## src/rtl/mips_pkg.sv

```systemverilog
// Shared encodings for the MIPS back-end: instruction fields, ALUOp values
// and the internal ALU operation codes, plus the ALU-control decode.
package mips_pkg;

    localparam logic [5:0] OP_RTYPE  = 6'h00;
    localparam logic [5:0] OP_BEQ    = 6'h04;
    localparam logic [5:0] OP_LW     = 6'h23;
    localparam logic [5:0] OP_SW     = 6'h2B;

    localparam logic [5:0] FUNCT_ADD = 6'h20;
    localparam logic [5:0] FUNCT_SUB = 6'h22;
    localparam logic [5:0] FUNCT_AND = 6'h24;
    localparam logic [5:0] FUNCT_OR  = 6'h25;
    localparam logic [5:0] FUNCT_SLT = 6'h2A;

    localparam logic [1:0] ALUOP_ADD   = 2'b00;
    localparam logic [1:0] ALUOP_SUB   = 2'b01;
    localparam logic [1:0] ALUOP_FUNCT = 2'b10;
    localparam logic [1:0] ALUOP_NONE  = 2'b11;

    typedef enum logic [3:0] {
        ALU_AND  = 4'b0000,
        ALU_OR   = 4'b0001,
        ALU_ADD  = 4'b0010,
        ALU_SUB  = 4'b0110,
        ALU_SLT  = 4'b0111,
        ALU_ZERO = 4'b1111
    } alu_ctl_e;

    function automatic alu_ctl_e alu_decode(input logic [1:0] alu_op, input logic [5:0] funct);
        alu_ctl_e ctl;
        ctl = ALU_ZERO;
        if (alu_op == ALUOP_ADD) begin
            ctl = ALU_ADD;
        end else if (alu_op == ALUOP_SUB) begin
            ctl = ALU_SUB;
        end else if (alu_op == ALUOP_FUNCT) begin
            case (funct)
                FUNCT_ADD: ctl = ALU_ADD;
                FUNCT_SUB: ctl = ALU_SUB;
                FUNCT_AND: ctl = ALU_AND;
                FUNCT_OR:  ctl = ALU_OR;
                FUNCT_SLT: ctl = ALU_SLT;
                default:   ctl = ALU_ZERO;
            endcase
        end
        return ctl;
    endfunction

endpackage

```

## src/rtl/mips_alu.sv

```systemverilog
// Combinational ALU control decode plus ALU; unknown operations yield 0.
module mips_alu
    import mips_pkg::*;
#(
    parameter int DW = 32
) (
    input  logic [DW-1:0] i_a,
    input  logic [DW-1:0] i_b,
    input  logic [1:0]    i_alu_op,
    input  logic [5:0]    i_funct,
    output logic [DW-1:0] o_result,
    output logic          o_zero
);

    alu_ctl_e w_ctl;

    always_comb begin
        w_ctl    = alu_decode(i_alu_op, i_funct);
        o_result = '0;
        case (w_ctl)
            ALU_AND: o_result = i_a & i_b;
            ALU_OR:  o_result = i_a | i_b;
            ALU_ADD: o_result = i_a + i_b;
            ALU_SUB: o_result = i_a - i_b;
            ALU_SLT: o_result = {{(DW-1){1'b0}}, ($signed(i_a) < $signed(i_b))};
            default: o_result = '0;
        endcase
    end

    assign o_zero = (o_result == '0);

endmodule

```

## src/rtl/ex_mem_wb_backend.sv

```systemverilog
// EX/MEM/WB half of the 5-stage MIPS pipeline: forwarding, ALU, EX/MEM and
// MEM/WB registers, data-memory port, beq resolution and write-back select.
module ex_mem_wb_backend
    import mips_pkg::*;
#(
    parameter int DW = 32,
    parameter int RW = 5
) (
    input  logic          clk,
    input  logic          rst,
    input  logic [DW-1:0] id_pc,
    input  logic [DW-1:0] id_rd1,
    input  logic [DW-1:0] id_rd2,
    input  logic [DW-1:0] id_imm,
    input  logic [RW-1:0] id_rs,
    input  logic [RW-1:0] id_rt,
    input  logic [RW-1:0] id_rd,
    input  logic [5:0]    id_funct,
    input  logic [1:0]    id_alu_op,
    input  logic          id_alu_src,
    input  logic          id_reg_dst,
    input  logic          id_branch,
    input  logic          id_mem_read,
    input  logic          id_mem_write,
    input  logic          id_reg_write,
    input  logic          id_mem_to_reg,
    input  logic          flush,
    output logic [DW-1:0] dmem_addr,
    output logic [DW-1:0] dmem_wdata,
    output logic          dmem_we,
    output logic          dmem_re,
    input  logic [DW-1:0] dmem_rdata,
    output logic          branch_taken,
    output logic [DW-1:0] branch_target,
    output logic          ex_mem_read,
    output logic [RW-1:0] ex_rt,
    output logic [RW-1:0] wb_write_reg,
    output logic [DW-1:0] wb_write_data,
    output logic          wb_reg_write
);

    logic [DW-1:0] r_exmem_alu, r_exmem_store, r_exmem_target;
    logic [RW-1:0] r_exmem_dst;
    logic          r_exmem_zero, r_exmem_reg_write, r_exmem_mem_read;
    logic          r_exmem_mem_write, r_exmem_branch, r_exmem_mem_to_reg;

    logic [DW-1:0] r_memwb_alu, r_memwb_load;
    logic [RW-1:0] r_memwb_dst;
    logic          r_memwb_reg_write, r_memwb_mem_to_reg;

    logic [RW-1:0] w_src [2];
    logic [DW-1:0] w_id_val [2];
    logic [DW-1:0] w_fwd [2];
    logic [DW-1:0] w_alu_b, w_alu_result, w_target;
    logic [RW-1:0] w_dst;
    logic          w_alu_zero, w_squash;

    assign w_src[0]    = id_rs;
    assign w_src[1]    = id_rt;
    assign w_id_val[0] = id_rd1;
    assign w_id_val[1] = id_rd2;

    // Operand 0 is A (Rs), operand 1 is B (Rt); distance 1 beats distance 2.
    generate
        for (genvar gi = 0; gi < 2; gi++) begin : g_fwd
            always_comb begin
                w_fwd[gi] = w_id_val[gi];
                if (r_exmem_reg_write && (r_exmem_dst != '0) && (r_exmem_dst == w_src[gi]))
                    w_fwd[gi] = r_exmem_alu;
                else if (r_memwb_reg_write && (r_memwb_dst != '0) && (r_memwb_dst == w_src[gi]))
                    w_fwd[gi] = wb_write_data;
            end
        end
    endgenerate

    assign w_alu_b  = id_alu_src ? id_imm : w_fwd[1];
    assign w_dst    = id_reg_dst ? id_rd : id_rt;
    assign w_target = id_pc + (id_imm << 2);

    mips_alu #(.DW(DW)) u_alu (
        .i_a      (w_fwd[0]),
        .i_b      (w_alu_b),
        .i_alu_op (id_alu_op),
        .i_funct  (id_funct),
        .o_result (w_alu_result),
        .o_zero   (w_alu_zero)
    );

    // A taken branch squashes the wrong-path instruction currently in EX.
    assign w_squash = flush | branch_taken;

    always_ff @(posedge clk or posedge rst) begin
        if (rst) begin
            r_exmem_alu        <= '0;
            r_exmem_store      <= '0;
            r_exmem_target     <= '0;
            r_exmem_dst        <= '0;
            r_exmem_zero       <= 1'b0;
            r_exmem_reg_write  <= 1'b0;
            r_exmem_mem_read   <= 1'b0;
            r_exmem_mem_write  <= 1'b0;
            r_exmem_branch     <= 1'b0;
            r_exmem_mem_to_reg <= 1'b0;
        end else begin
            r_exmem_alu        <= w_alu_result;
            r_exmem_store      <= w_fwd[1];
            r_exmem_target     <= w_target;
            r_exmem_dst        <= w_dst;
            r_exmem_zero       <= w_alu_zero;
            r_exmem_reg_write  <= id_reg_write & ~w_squash;
            r_exmem_mem_read   <= id_mem_read  & ~w_squash;
            r_exmem_mem_write  <= id_mem_write & ~w_squash;
            r_exmem_branch     <= id_branch    & ~w_squash;
            r_exmem_mem_to_reg <= id_mem_to_reg;
        end
    end

    always_ff @(posedge clk or posedge rst) begin
        if (rst) begin
            r_memwb_alu        <= '0;
            r_memwb_load       <= '0;
            r_memwb_dst        <= '0;
            r_memwb_reg_write  <= 1'b0;
            r_memwb_mem_to_reg <= 1'b0;
        end else begin
            r_memwb_alu        <= r_exmem_alu;
            r_memwb_load       <= dmem_rdata;
            r_memwb_dst        <= r_exmem_dst;
            r_memwb_reg_write  <= r_exmem_reg_write;
            r_memwb_mem_to_reg <= r_exmem_mem_to_reg;
        end
    end

    assign dmem_addr     = r_exmem_alu;
    assign dmem_wdata    = r_exmem_store;
    assign dmem_we       = r_exmem_mem_write;
    assign dmem_re       = r_exmem_mem_read;
    assign branch_taken  = r_exmem_branch & r_exmem_zero;
    assign branch_target = r_exmem_target;

    assign ex_mem_read   = id_mem_read;
    assign ex_rt         = id_rt;

    assign wb_write_reg  = r_memwb_dst;
    assign wb_write_data = r_memwb_mem_to_reg ? r_memwb_load : r_memwb_alu;
    assign wb_reg_write  = r_memwb_reg_write;

endmodule
```

## config.mk

```make
export PLATFORM = sky130hd
export DESIGN_NAME = ex_mem_wb_backend
export DESIGN_NICKNAME = d
export VERILOG_FILES = /design/src/rtl/mips_pkg.sv /design/src/rtl/mips_alu.sv /design/src/rtl/ex_mem_wb_backend.sv
export SDC_FILE = /design/constraint.sdc
export NUM_CORES = 1
export LEC_CHECK = 0
export ABC_CLOCK_PERIOD_IN_PS = 6500
export CAP_MARGIN = 10
export CORE_UTILIZATION = 52
export DETAILED_ROUTE_END_ITERATION = 12
export MAX_ROUTING_LAYER = met4
export PLACE_DENSITY = 0.86
export SYNTH_ARGS = -nofsm -noshare
export SYNTH_HDL_FRONTEND = slang
export SYNTH_HIERARCHICAL = 1
export SYNTH_SLANG_ARGS = --single-unit
```

## constraint.sdc

```tcl
create_clock -name clk -period 6.5 [get_ports clk]
set_clock_uncertainty 0.05 [all_clocks]
set_input_delay 0.975 -clock clk [delete_from_list [all_inputs] [get_ports clk]]
set_output_delay 0.975 -clock clk [all_outputs]
set_load 0.02 [all_outputs]
```

**Yosys cells after proc, flatten, opt, wreduce, memory -nomap -nowiden**

Cells that the tools add are included.

- Flip-flop bits (word level): 178
- Input port bits: 193
- Output and inout port bits: 143

- Add/sub/neg operators: 3
- Order comparisons: 1
- Equality and inequality tests: 15
- Muxes and demuxes: 12
- Bitwise gates (word level): 9
- Reduce and logical (&&, ||, !) cells: 11

Operators with widths:

| cell | number |
|---|---|
| $mux W32 | 6 |
| $pmux W32 S5 | 1 |
| $add A32 B32 Y32 | 2 |
| $and A32 B32 Y32 | 1 |
| $logic_not A32 Y1 | 1 |
| $lt A32 B32 Y1 | 1 |
| $or A32 B32 Y32 | 1 |
| $sub A32 B32 Y32 | 1 |
| $eq A6 B6 Y1 const B | 5 |
| $eq A5 B5 Y1 | 4 |
| $pmux W4 S5 | 1 |
| $mux W4 | 3 |
| $reduce_bool A5 Y1 | 2 |
| $eq A4 B3 Y1 const B | 2 |
| $logic_and A1 B1 Y1 | 6 |
| $and A1 B1 Y1 | 5 |
| $mux W5 | 1 |
| $eq A4 B1 Y1 const B | 1 |
| $eq A4 B2 Y1 const B | 1 |
| $logic_not A4 Y1 | 1 |
| $eq A2 B1 Y1 const B | 1 |
| $eq A2 B2 Y1 const B | 1 |
| $logic_not A2 Y1 | 1 |
| $not A1 Y1 | 1 |
| $or A1 B1 Y1 | 1 |

**Longest topological paths before layout**

- Word-level depth: 9
- Gate-level depth with buffers: 21
- Depth with buffers taken out: 20

**By module**

The synthesis kept the hierarchy.

Modules (own cells, without submodules):

| module | times used | cells an instance | area an instance (µm²) | sequential area each (µm²) |
|---|---|---|---|---|
| ex_mem_wb_backend | 1 | 748 | 9,027.4 | 4,454.3 |
| mips_alu | 1 | 824 | 5,437.7 | 0.0 |

**Worst setup path after synthesis**

OpenSTA, ideal clock, no wires.

- Path kind: input to register
- From: input id_rt[4]
- To: register r_exmem_zero
- Setup time: 0.068 ns
- Arrival: 5.657 ns
- Slack: 0.725 ns
- Cell stages on the path: 21
- Path through: xnor2_1 -> nand3_1 -> nor4_2 -> buf_6 -> mux2_4 -> mux2_4 -> mux2_2 -> inv_1 -> ha_1 -> buf_6 -> nor3_2 -> o311ai_4 -> nand3_2 -> a21boi_1 -> a211o_1 -> a22o_1 -> or4_1 -> or4_1 -> nor4_2 -> nand4_1 -> and4bb_1

RTL lines:

| item | RTL line | text |
|---|---|---|
| from (decl) | ex_mem_wb_backend.sv:16 | `input logic [RW-1:0] id_rt,` |
| to (signal assigned) | ex_mem_wb_backend.sv:109 | `r_exmem_zero <= w_alu_zero;` |
| to (decl) | ex_mem_wb_backend.sv:44 | `logic r_exmem_zero, r_exmem_reg_write, r_exmem_mem_read;` |

==> metrics.md <==
| Metric | Value |
|---|---|
| Post-synthesis to final-layout area growth | `38.5%` |
| GPL Wtd Cong | `~1.0` |
| Tightest hold margin | `between 300 and 400 ps` |
| Area fraction of the dominant cell type after synthesis | `0.308` |
| Reg2Reg Launch Point | `wb_write_reg[1]` |
| X dimension of the die | `roughly 170 um` |
| Drt first pass iters | `6` |
| Post-CTS repair timing setup buffer count | `0` |
| Via count of the first global-routing pass | `~15,000` |
| Library cell occupying the most area in the post-synthesis netlist | `sky130_fd_sc_hd__dfrtp_1` |
| Number of standard-cell rows in the floorplan | `60` |
| Share of flip-flops with an asynchronous set or reset after synthesis | `1.00` |
| DRC violation count after routing | `0` |
| Static leakage power | `between 0.008 and 0.009 uW` |
| Total of max-cap violations | `0` |
| Tightest Hold Check Type | `flop to flop` |
| Capture instance of the worst register-to-register path | `r_exmem_zero` |
| Minimum setup slack among reg-to-reg paths | `around 600 ps` |
| Post-route total power | `roughly 4400 uW` |
| Final worst path period share | `0.966` |
| Clock slew at the register clock pins of the worst setup and hold paths | `about 80 ps` |
| Number of sinks on the clock net | `between 150 and 200` |
| Achievable frequency | `159 MHz` |
| Post-synth top cells | `178 x sky130_fd_sc_hd__dfrtp_1, 127 x sky130_fd_sc_hd__ha_1, 120 x sky130_fd_sc_hd__a21oi_1, 117 x sky130_fd_sc_hd__nand2_1, 110 x sky130_fd_sc_hd__inv_1` |
| Area used by multi-input combinational logic | `~0.0092 mm2` |
| Root Buffer Master | `sky130_fd_sc_hd__clkbuf_16` |
| Overflow after GRT | `0` |
| Pin count of the biggest net entering global routing | `87` |
| Required @ worst endpoint | `around 7000 ps` |
| Clock buffers created by TritonCTS | `17` |
| TritonCTS clock tree | `done` |
| Clock H-tree levels | `4` |
| Peak fanout along the critical path | `14` |
| Worst r2r path cells | `22` |
| Netlist cell types | `94` |
| Number of pins exceeding their max-slew limit in the final report | `0` |
| Detailed-route vias per instance | `about 6.3` |
| Clock latency reported for the late side of the worst-skew pair | `around 440 ps` |
| Height of the die | `about 170 um` |
| Total Neg Setup Slack | `0 ps` |
| Pin slew with the least headroom to its limit | `slightly below 800 ps` |
| Cell types occupying the most area after synthesis | `sky130_fd_sc_hd__dfrtp_1 31%, sky130_fd_sc_hd__ha_1 11%, sky130_fd_sc_hd__mux2_4 6.2%` |
| Critical path class | `input pin to flop` |
| Fraction of the core area covered by cells at the end of the flow | `0.739` |
| Yosys reg bits | `between 150 and 200` |
| RSZ-0062 raised after global routing | `false` |
| Synth Instances | `about 1,600` |
| Number of hold-slack violations in the final timing report | `0` |
| # IOs | `~340` |
| Via count | `~15,000` |
| Worst Setup EP | `r_exmem_zero` |
| Data arrival time of the critical path | `roughly 6600 ps` |
| EDFF count, synth | `0` |
| Crit. End Element | `flop` |
| Count of synthesis-stage warnings from yosys | `6` |
| Standard cell core area | `between 0.02 and 0.03 mm2` |
| Share of layout cells above drive strength 1 | `0.197` |
| Routed wire per std cell | `around 25 um` |
| Filler instances | `just under 2,000` |
| Total die area | `roughly 0.028 mm2` |
| Iteration-0 DRC count of the detailed router | `~1,900` |
| Number of nets produced by synthesis | `1,895` |
| Initial antenna violation count | `2` |
| Critical path launch point type | `input pin` |
| Portion of the post-synthesis area used by sequential elements | `0.308` |
| Primary FF master, synth | `sky130_fd_sc_hd__dfrtp_1` |
| Status | `complete, no violations` |
| Maximum number of buffers from clock root to sink | `2` |
| Area used by sequential logic in the layout | `0.00445 mm2` |
| Beginning of the critical path | `id_rs[0]` |
| PD cells | `between 200 and 250 mW/mm2` |
| Clock period minus worst slack | `around 6300 ps` |
| Final setup violating endpoints | `0` |
| Final routed wirelength across all metal layers | `about 59,000 um` |
| Max-slew headroom at the worst pin | `0.470` |
| Launch instance of the worst min-delay path | `r_exmem_mem_to_reg` |
| Initial core utilization | `0.534` |
| Final antenna-violating net count | `0` |
| Mapped cell area | `about 0.014 mm2` |
| Total global-route track usage | `0.427` |
| # port buffers | `335` |
| Mean Syn Cell Area | `between 9 and 10 um2` |
| Nets | `between 2,000 and 2,500` |
| HPWL Detailed | `between 40,000 and 50,000 um` |
| Most frequent cell after synthesis | `sky130_fd_sc_hd__dfrtp_1` |
| Maximum vdd drop | `between 150 and 200 uV` |
| Wire length of the first global-routing pass | `about 89,000 um` |
## what timing repair did
| action | CTS | global route |
|---|---|---|
| setup endpoints to repair | 0 | 1 |
| gates resized for setup | 0 | 1 |
| hold buffers | 0 | 0 |
## area by class of cell
class,instances,area share
repair buffers,532,0.245
clock inverters,14,0.00762
flip-flops and latches,178,0.222
diodes,4,0.000500
well taps,372,0.0232
inverters,111,0.0210
multi-input cells,1190,0.459
clock buffers,18,0.0214
## critical path: stages
cell and delay (ps):
sky130_fd_sc_hd__clkdlybuf4s50_1 540, sky130_fd_sc_hd__xnor2_1 130, sky130_fd_sc_hd__nand3_1 140, sky130_fd_sc_hd__nor4_4 360, sky130_fd_sc_hd__buf_12 220, sky130_fd_sc_hd__mux2i_1 110, sky130_fd_sc_hd__o21ai_0 340, sky130_fd_sc_hd__ha_1 300
sky130_fd_sc_hd__inv_1 90, sky130_fd_sc_hd__fa_1 430, sky130_fd_sc_hd__nand2b_1 200, sky130_fd_sc_hd__a211oi_2 400, sky130_fd_sc_hd__a21oi_2 150, sky130_fd_sc_hd__a21oi_1 280, sky130_fd_sc_hd__o221a_2 240, sky130_fd_sc_hd__o22ai_1 80
sky130_fd_sc_hd__or4_1 510, sky130_fd_sc_hd__or4_1 430, sky130_fd_sc_hd__nor4_2 230, sky130_fd_sc_hd__nand4_1 130, sky130_fd_sc_hd__and4bb_1 290
## report_power, final
group	internal, uW	switching, uW
registers	1260	118
clock network	521	533
logic	902	1070
total	2680	1720
## cells in the final DEF (no fill, tap or decap), types with 15 or more instances in the layout
| cell type | instances |
|---|---|
| sky130_fd_sc_hd__nand4_1 | 15 |
| sky130_fd_sc_hd__nand3_1 | 25 |
| sky130_fd_sc_hd__buf_4 | 191 |
| sky130_fd_sc_hd__a21o_1 | 19 |
| sky130_fd_sc_hd__ha_1 | 127 |
| sky130_fd_sc_hd__nand2_1 | 117 |
| sky130_fd_sc_hd__a21oi_1 | 119 |
| sky130_fd_sc_hd__nor4_1 | 17 |
| sky130_fd_sc_hd__xor2_1 | 21 |
| sky130_fd_sc_hd__nor3_1 | 29 |
| sky130_fd_sc_hd__xnor2_1 | 26 |
| sky130_fd_sc_hd__mux2i_1 | 37 |
| sky130_fd_sc_hd__o31ai_1 | 18 |
| sky130_fd_sc_hd__clkdlybuf4s50_1 | 335 |
| sky130_fd_sc_hd__dfrtp_1 | 178 |
| sky130_fd_sc_hd__nor2_1 | 100 |
| sky130_fd_sc_hd__inv_1 | 109 |
| sky130_fd_sc_hd__mux2_2 | 74 |
| sky130_fd_sc_hd__clkbuf_16 | 17 |
| sky130_fd_sc_hd__o21ai_0 | 96 |
| sky130_fd_sc_hd__mux2_4 | 60 |
| sky130_fd_sc_hd__a31oi_1 | 17 |
## routing by layer
metal	global-route usage	vias to the layer above	part of all wire
li1	-	6650	-
met1	0.552	7351	0.41
met2	0.651	992	0.45
met3	0.100	162	0.11
met4	0.155	0	0.035
met5	-	-	0
## worst min-delay path by stage
stage / end / slack (ps) / cells past startpoint
floorplan: r_memwb_mem_to_reg / 280 / 0
global placement: r_memwb_mem_to_reg / 280 / 0
detailed placement: r_memwb_mem_to_reg / 290 / 0
CTS: r_memwb_mem_to_reg / 310 / 0
global route: r_memwb_mem_to_reg / 320 / 0
finish: r_memwb_mem_to_reg / 310 / 0
## metrics by stage
stage | setup WS, ps | instance area [um2] | instances
CTS | 230 | 20000 | 2415
detailed placement | -201 | 19400 | 2383
floorplan | 645 | 14500 | 1572
global placement | -186 | 19400 | 2383
finish | 219 | 20000 | 2419
global route | 3.04 | 20000 | 2417
## cell families (layout without fill, tap and decap cells)
family / Yosys count / count (layout) / synth area share
compound gates: 453 / 453 / 0.213
mux: 171 / 171 / 0.145
xor+xnor: 47 / 47 / 0.0285
other cells: 0 / 4 / 0
buf+inv: 204 / 675 / 0.0590
flops: 178 / 178 / 0.308
simple gates: 389 / 389 / 0.132
fa+ha+maj: 130 / 130 / 0.114
Power figures use the tool's default switching activity.
==> RTL edit 1, RTL diff (same settings) <==
Make the reset (`rst`) synchronous in 2 clocked blocks.
--- a/src/rtl/ex_mem_wb_backend.sv
+++ b/src/rtl/ex_mem_wb_backend.sv
@@ -89,7 +89,7 @@
     // A taken branch squashes the wrong-path instruction currently in EX.
     assign w_squash = flush | branch_taken;
 
-    always_ff @(posedge clk or posedge rst) begin
+    always_ff @(posedge clk) begin
         if (rst) begin
             r_exmem_alu        <= '0;
             r_exmem_store      <= '0;
@@ -115,7 +115,7 @@
         end
     end
 
-    always_ff @(posedge clk or posedge rst) begin
+    always_ff @(posedge clk) begin
         if (rst) begin
             r_memwb_alu        <= '0;
             r_memwb_load       <= '0;
Behaviour: differs if rst is asserted again (counterexample within 4 cycles, from zero or initial values and one cycle with rst high); with rst held inactive, the same outputs for 4 cycles.
==> RTL edit 1 against the original RTL <==
Total power decreased by 11%; worst setup slack worse by 96 ps; sequential cell count stayed put; cell area fell by 1.9%; area after synthesis down 1.5%; routed wire length fell by 2.4%; critical endpoint is now r_exmem_zero$_SDFF_PP0_.
==> RTL edit 1: results (changes against the original RTL) <==
run status finished clean (unchanged); first-pass GRT wire length 86,500 um (was 88,800 um); Nets 2,518 (was 2,353); slew margin rel. 34.6% (was 47.0%); routed length on met3 5500 um (was 6580 um); CP max stage delay 650 ps (was 540 ps); Seq/Total Area, Yosys 25.0% (was 30.8%); top_reg_cell synth dfxtp_1 (was dfrtp_1); vias in the first global route 14,800 (was 14,700); Worst Path Arrival 6680 ps (was 6610 ps); htree depth 4 (unchanged); VDD IR max 0.194 mV (was 0.158 mV); largest net degree at the start of global routing 84 (was 87); critical path's slowest cell or4_1 (was clkdlybuf4s50_1); Worst R2R Path Depth 23 (was 22); Initial DRC Count 1,878 (was 1,887); Fill cells 2,025 (was 1,969); Clock Pin Slew Worst Setup and Hold Paths 70 ps; GRT met2 Usage 64.8% (was 65.1%); syn_nets 2,094 (was 1,895); FFs w/ async S/R, synth 0% (was 100%); number of distinct library cells after synthesis 90 (was 94); layout cells sized above 1 15.3% (was 19.7%); met1 usage 53.3% (was 55.2%); hold path depth 1 (was 0); met2 wire length 26,300 um (was 26,600 um); Seq. pwr 1.24 mW (was 1.38 mW); grt met3 use 5.81% (was 10.0%); M1 wire length 23,800 um (was 24,100 um); vias per std cell 6.19 (was 6.26); Int Pwr 2.47 mW (was 2.68 mW); leak pwr 8.19 nW (was 8.94 nW); Area contributors post-synth dfxtp_1, ha_1, nor2b_1 (was dfrtp_1, ha_1, mux2_4); HPWL Detailed 45,500 um (was 47,500 um); Final GP Congestion 1.03 (was 1.05); antenna violations before repair 3 (was 2); synth cell count leaders dfxtp_1, nand2_1, ha_1 (was dfrtp_1, ha_1, a21oi_1); sw frac 36.7% (was 39.1%); cts bufs inserted 17 (unchanged)
-- RTL edit 1: path summary, 6_finish.rpt --
check / start / to / slack (ps)
setup / recovery: id_rs[3] / r_exmem_zero$_SDFF_PP0_ / 120
setup reg to reg: wb_write_reg[1]$_SDFF_PP0_ / r_exmem_zero$_SDFF_PP0_ / 530
hold / removal: r_exmem_mem_to_reg$_SDFF_PP0_ / r_memwb_mem_to_reg$_SDFF_PP0_ / 400
hold reg to reg: r_exmem_mem_to_reg$_SDFF_PP0_ / r_memwb_mem_to_reg$_SDFF_PP0_ / 400
-- RTL edit 1: cell type report --
| class | count | area, sq um | area share, % |
|---|---|---|---|
| inverters | 107 | 402 | 2.04 |
| repair buffers | 523 | 4820 | 24.5 |
| clock buffers | 18 | 429 | 2.18 |
| flip-flops and latches | 178 | 3560 | 18.1 |
| clock inverters | 14 | 171 | 0.872 |
| diodes | 3 | 7.51 | 0.0382 |
| well taps | 341 | 427 | 2.17 |
| multi-input cells | 1368 | 9830 | 50.0 |
-- RTL edit 1: cells by family (layout without fill, tap and decap cells) --
group | Yosys count | count (layout) | share of synthesized area [%]
AND/OR/NAND/NOR | 573 | 573 | 21.2
AO/OA/AOI/OAI | 486 | 486 | 22.9
buffers and inverters | 225 | 662 | 6.45
flip-flops | 178 | 178 | 25.0
multiplexers | 141 | 141 | 10.5
adder cells (fa/ha/maj) | 130 | 130 | 11.6
XOR/XNOR | 38 | 38 | 2.34
other | 0 | 3 | 0
-- RTL edit 1: through the flow --
step	area, sq um	cells	hold slack, ps	setup WS [ps]	utilization, %
6_report	19700	2552	404	122	73.1
5_1_grt	19700	2552	414	10.6	73.1
4_1_cts	19600	2549	404	118	72.9
3_5_place_dp	19000	2517	388	-279	70.7
3_3_place_gp	19000	2517	367	-231	70.7
2_1_floorplan	14200	1771	364	911	-
==> RTL edit 2, RTL diff (config.mk and constraints unchanged) <==
Made on the original files. `RW`: 5 -> 6.
--- a/src/rtl/ex_mem_wb_backend.sv
+++ b/src/rtl/ex_mem_wb_backend.sv
@@ -4,7 +4,7 @@
     import mips_pkg::*;
 #(
     parameter int DW = 32,
-    parameter int RW = 5
+    parameter int RW = 6
 ) (
     input  logic          clk,
     input  logic          rst,
Ports: changed (5 resized); port bits go from 336 to 341. The function was not compared with the original's and may differ.
==> RTL edit 2 against the original RTL <==
Sequential cell count increased by 2; maximum frequency decreased by 1.6%; total power decreased by 0.89%; worst setup slack got worse by 100 ps; area after synthesis increased by 0.86%; cell area increased by 1.2%; register-to-register slack got worse by 180 ps; routed wire length decreased by 0.32%; largest cell class unchanged.
==> RTL edit 2: results (changes against the original RTL) <==
GRT overflow 0 (unchanged); worst hold path type reg -> reg (unchanged); critical path's slowest cell or4_1 (was clkdlybuf4s50_1); final wirelength 59,200 um (was 59,300 um); IO Port Bufs 340 (was 335); drt pass-1 iters 7 (was 6); VDD IR max 0.172 mV (was 0.158 mV); synth cell count leaders dfrtp_1, ha_1, a21oi_1 (unchanged); Clock Latency Late Sink 450 ps; Area contributors post-synth dfrtp_1, ha_1, mux2_4 (unchanged); CP max stage delay 640 ps (was 540 ps); FFs w/ async S/R, synth 100% (unchanged); HPWL Detailed 47,200 um (was 47,500 um); Max Buffers Root-to-Sink 2 (unchanged); critical path peak fanout 14 (unchanged); Seq/Total Area, Yosys 30.9% (was 30.8%); GR Util All Layers 41.9% (was 42.7%); slew margin rel. 24.5% (was 47.0%); sw frac 38.6% (was 39.1%); Layout area overhead 38.9% (was 38.5%); warning count from the yosys run 6 (unchanged); Clock Pin Slew Worst Setup and Hold Paths 80 ps (about the same); cts bufs inserted 17 (unchanged); Final GP Congestion 1.03 (was 1.05); drt wl/cell 24.3 um (was 24.5 um); leak pwr 9.01 nW (was 8.94 nW); Post-CTS Setup Inserts 0 (unchanged); number of distinct library cells after synthesis 93 (was 94); top_reg_cell synth dfrtp_1 (unchanged); Fill cells 1,949 (was 1,969); largest net degree at the start of global routing 67 (was 87); root buffer cell clkbuf_16 (unchanged); htree depth 4 (unchanged); layout cells sized above 1 20.0% (was 19.7%); Worst Path Arrival 6660 ps (was 6610 ps); syn_nets 1,908 (was 1,895); run status finished clean (unchanged); first-pass GRT wire length 88,200 um (was 88,800 um); Post-Syn Instances 1,582 (was 1,572); Nets 2,372 (was 2,353); CP top delay family simple AND/OR/NAND/NOR gates (unchanged); Initial DRC Count 2,104 (was 1,887); antenna violations before repair 4 (was 2); vias 15,200 (about the same)
[RTL edit 2: layout make-up]
class / count / area share, %
antenna: 3 / 0.0370
clock buffer: 18 / 2.17
clock inverter: 14 / 0.802
inverter: 111 / 2.08
multi-input combinational: 1195 / 45.7
sequential: 180 / 22.2
tap: 372 / 2.30
timing repair buffer: 541 / 24.7
[RTL edit 2: routing by layer]
metal  global-route usage [%]  vias up  wire (um)
met4                     13.9        0       2210
met5                        -        -          0
met1                     54.4     7346      23700
met2                     64.2     1044      26500
li1                         -     6683          -
met3                     9.79      171       6670
[RTL edit 2: power groups by stage]
stage / registers, mW / logic (mW) / clock network [mW]
finish: 1.39 / 1.91 / 1.07
global route: 1.39 / 2.01 / 1.12
CTS: 1.38 / 1.86 / 1.07
global placement: 1.39 / 1.82 / 0
floorplan: 1.48 / 0.842 / 0
detailed placement: 1.40 / 1.84 / 0
[RTL edit 2: through the flow]
stage	util (%)	setup WS, ps	setup TNS, ps	power (mW)	area, sq um
global route	74.4	-42.5	-42.5	4.52	20300
floorplan	-	588	0	2.32	14600
global placement	72.1	-210	-210	3.21	19600
detailed placement	72.1	-255	-255	3.25	19600
CTS	74.3	182	0	4.31	20200
finish	74.4	118	0	4.36	20300
[RTL edit 2: path summary, 6_finish.rpt]
path / startpoint / end / slack [ps] / cells past startpoint
hold reg to reg: r_exmem_mem_to_reg$_DFF_PP0_ / r_memwb_mem_to_reg$_DFF_PP0_ / 320 / 0
max in group asynchronous: rst / dmem_addr[11]$_DFF_PP0_ / 4220 / 3
setup reg to reg: wb_write_reg[0]$_DFF_PP0_ / r_exmem_zero$_DFF_PP0_ / 430 / 21
min in group asynchronous: rst / branch_target[25]$_DFF_PP0_ / 920 / 2
hold / removal: r_exmem_mem_to_reg$_DFF_PP0_ / r_memwb_mem_to_reg$_DFF_PP0_ / 320 / 0
setup / recovery: id_rt[1] / r_exmem_zero$_DFF_PP0_ / 120 / 22
[RTL edit 2: cells by family after synthesis]
logic type / count (synthesis) / synth area share [%]
AOI/OAI and AO/OA: 453 / 21.1
xor gates and xnor gates: 51 / 3.06
DFF: 180 / 30.9
adders and majority gates: 130 / 11.3
buffers and inverters: 207 / 5.96
muxes: 172 / 14.5
and+or+nand+nor: 389 / 13.2
[RTL edit 2: repair_timing]
item / 4_1_cts / 5_1_grt
hold endpoints to repair: 0 / 0
endpoints found under the setup margin: 0 / 3
gates resized for setup: 0 / 5
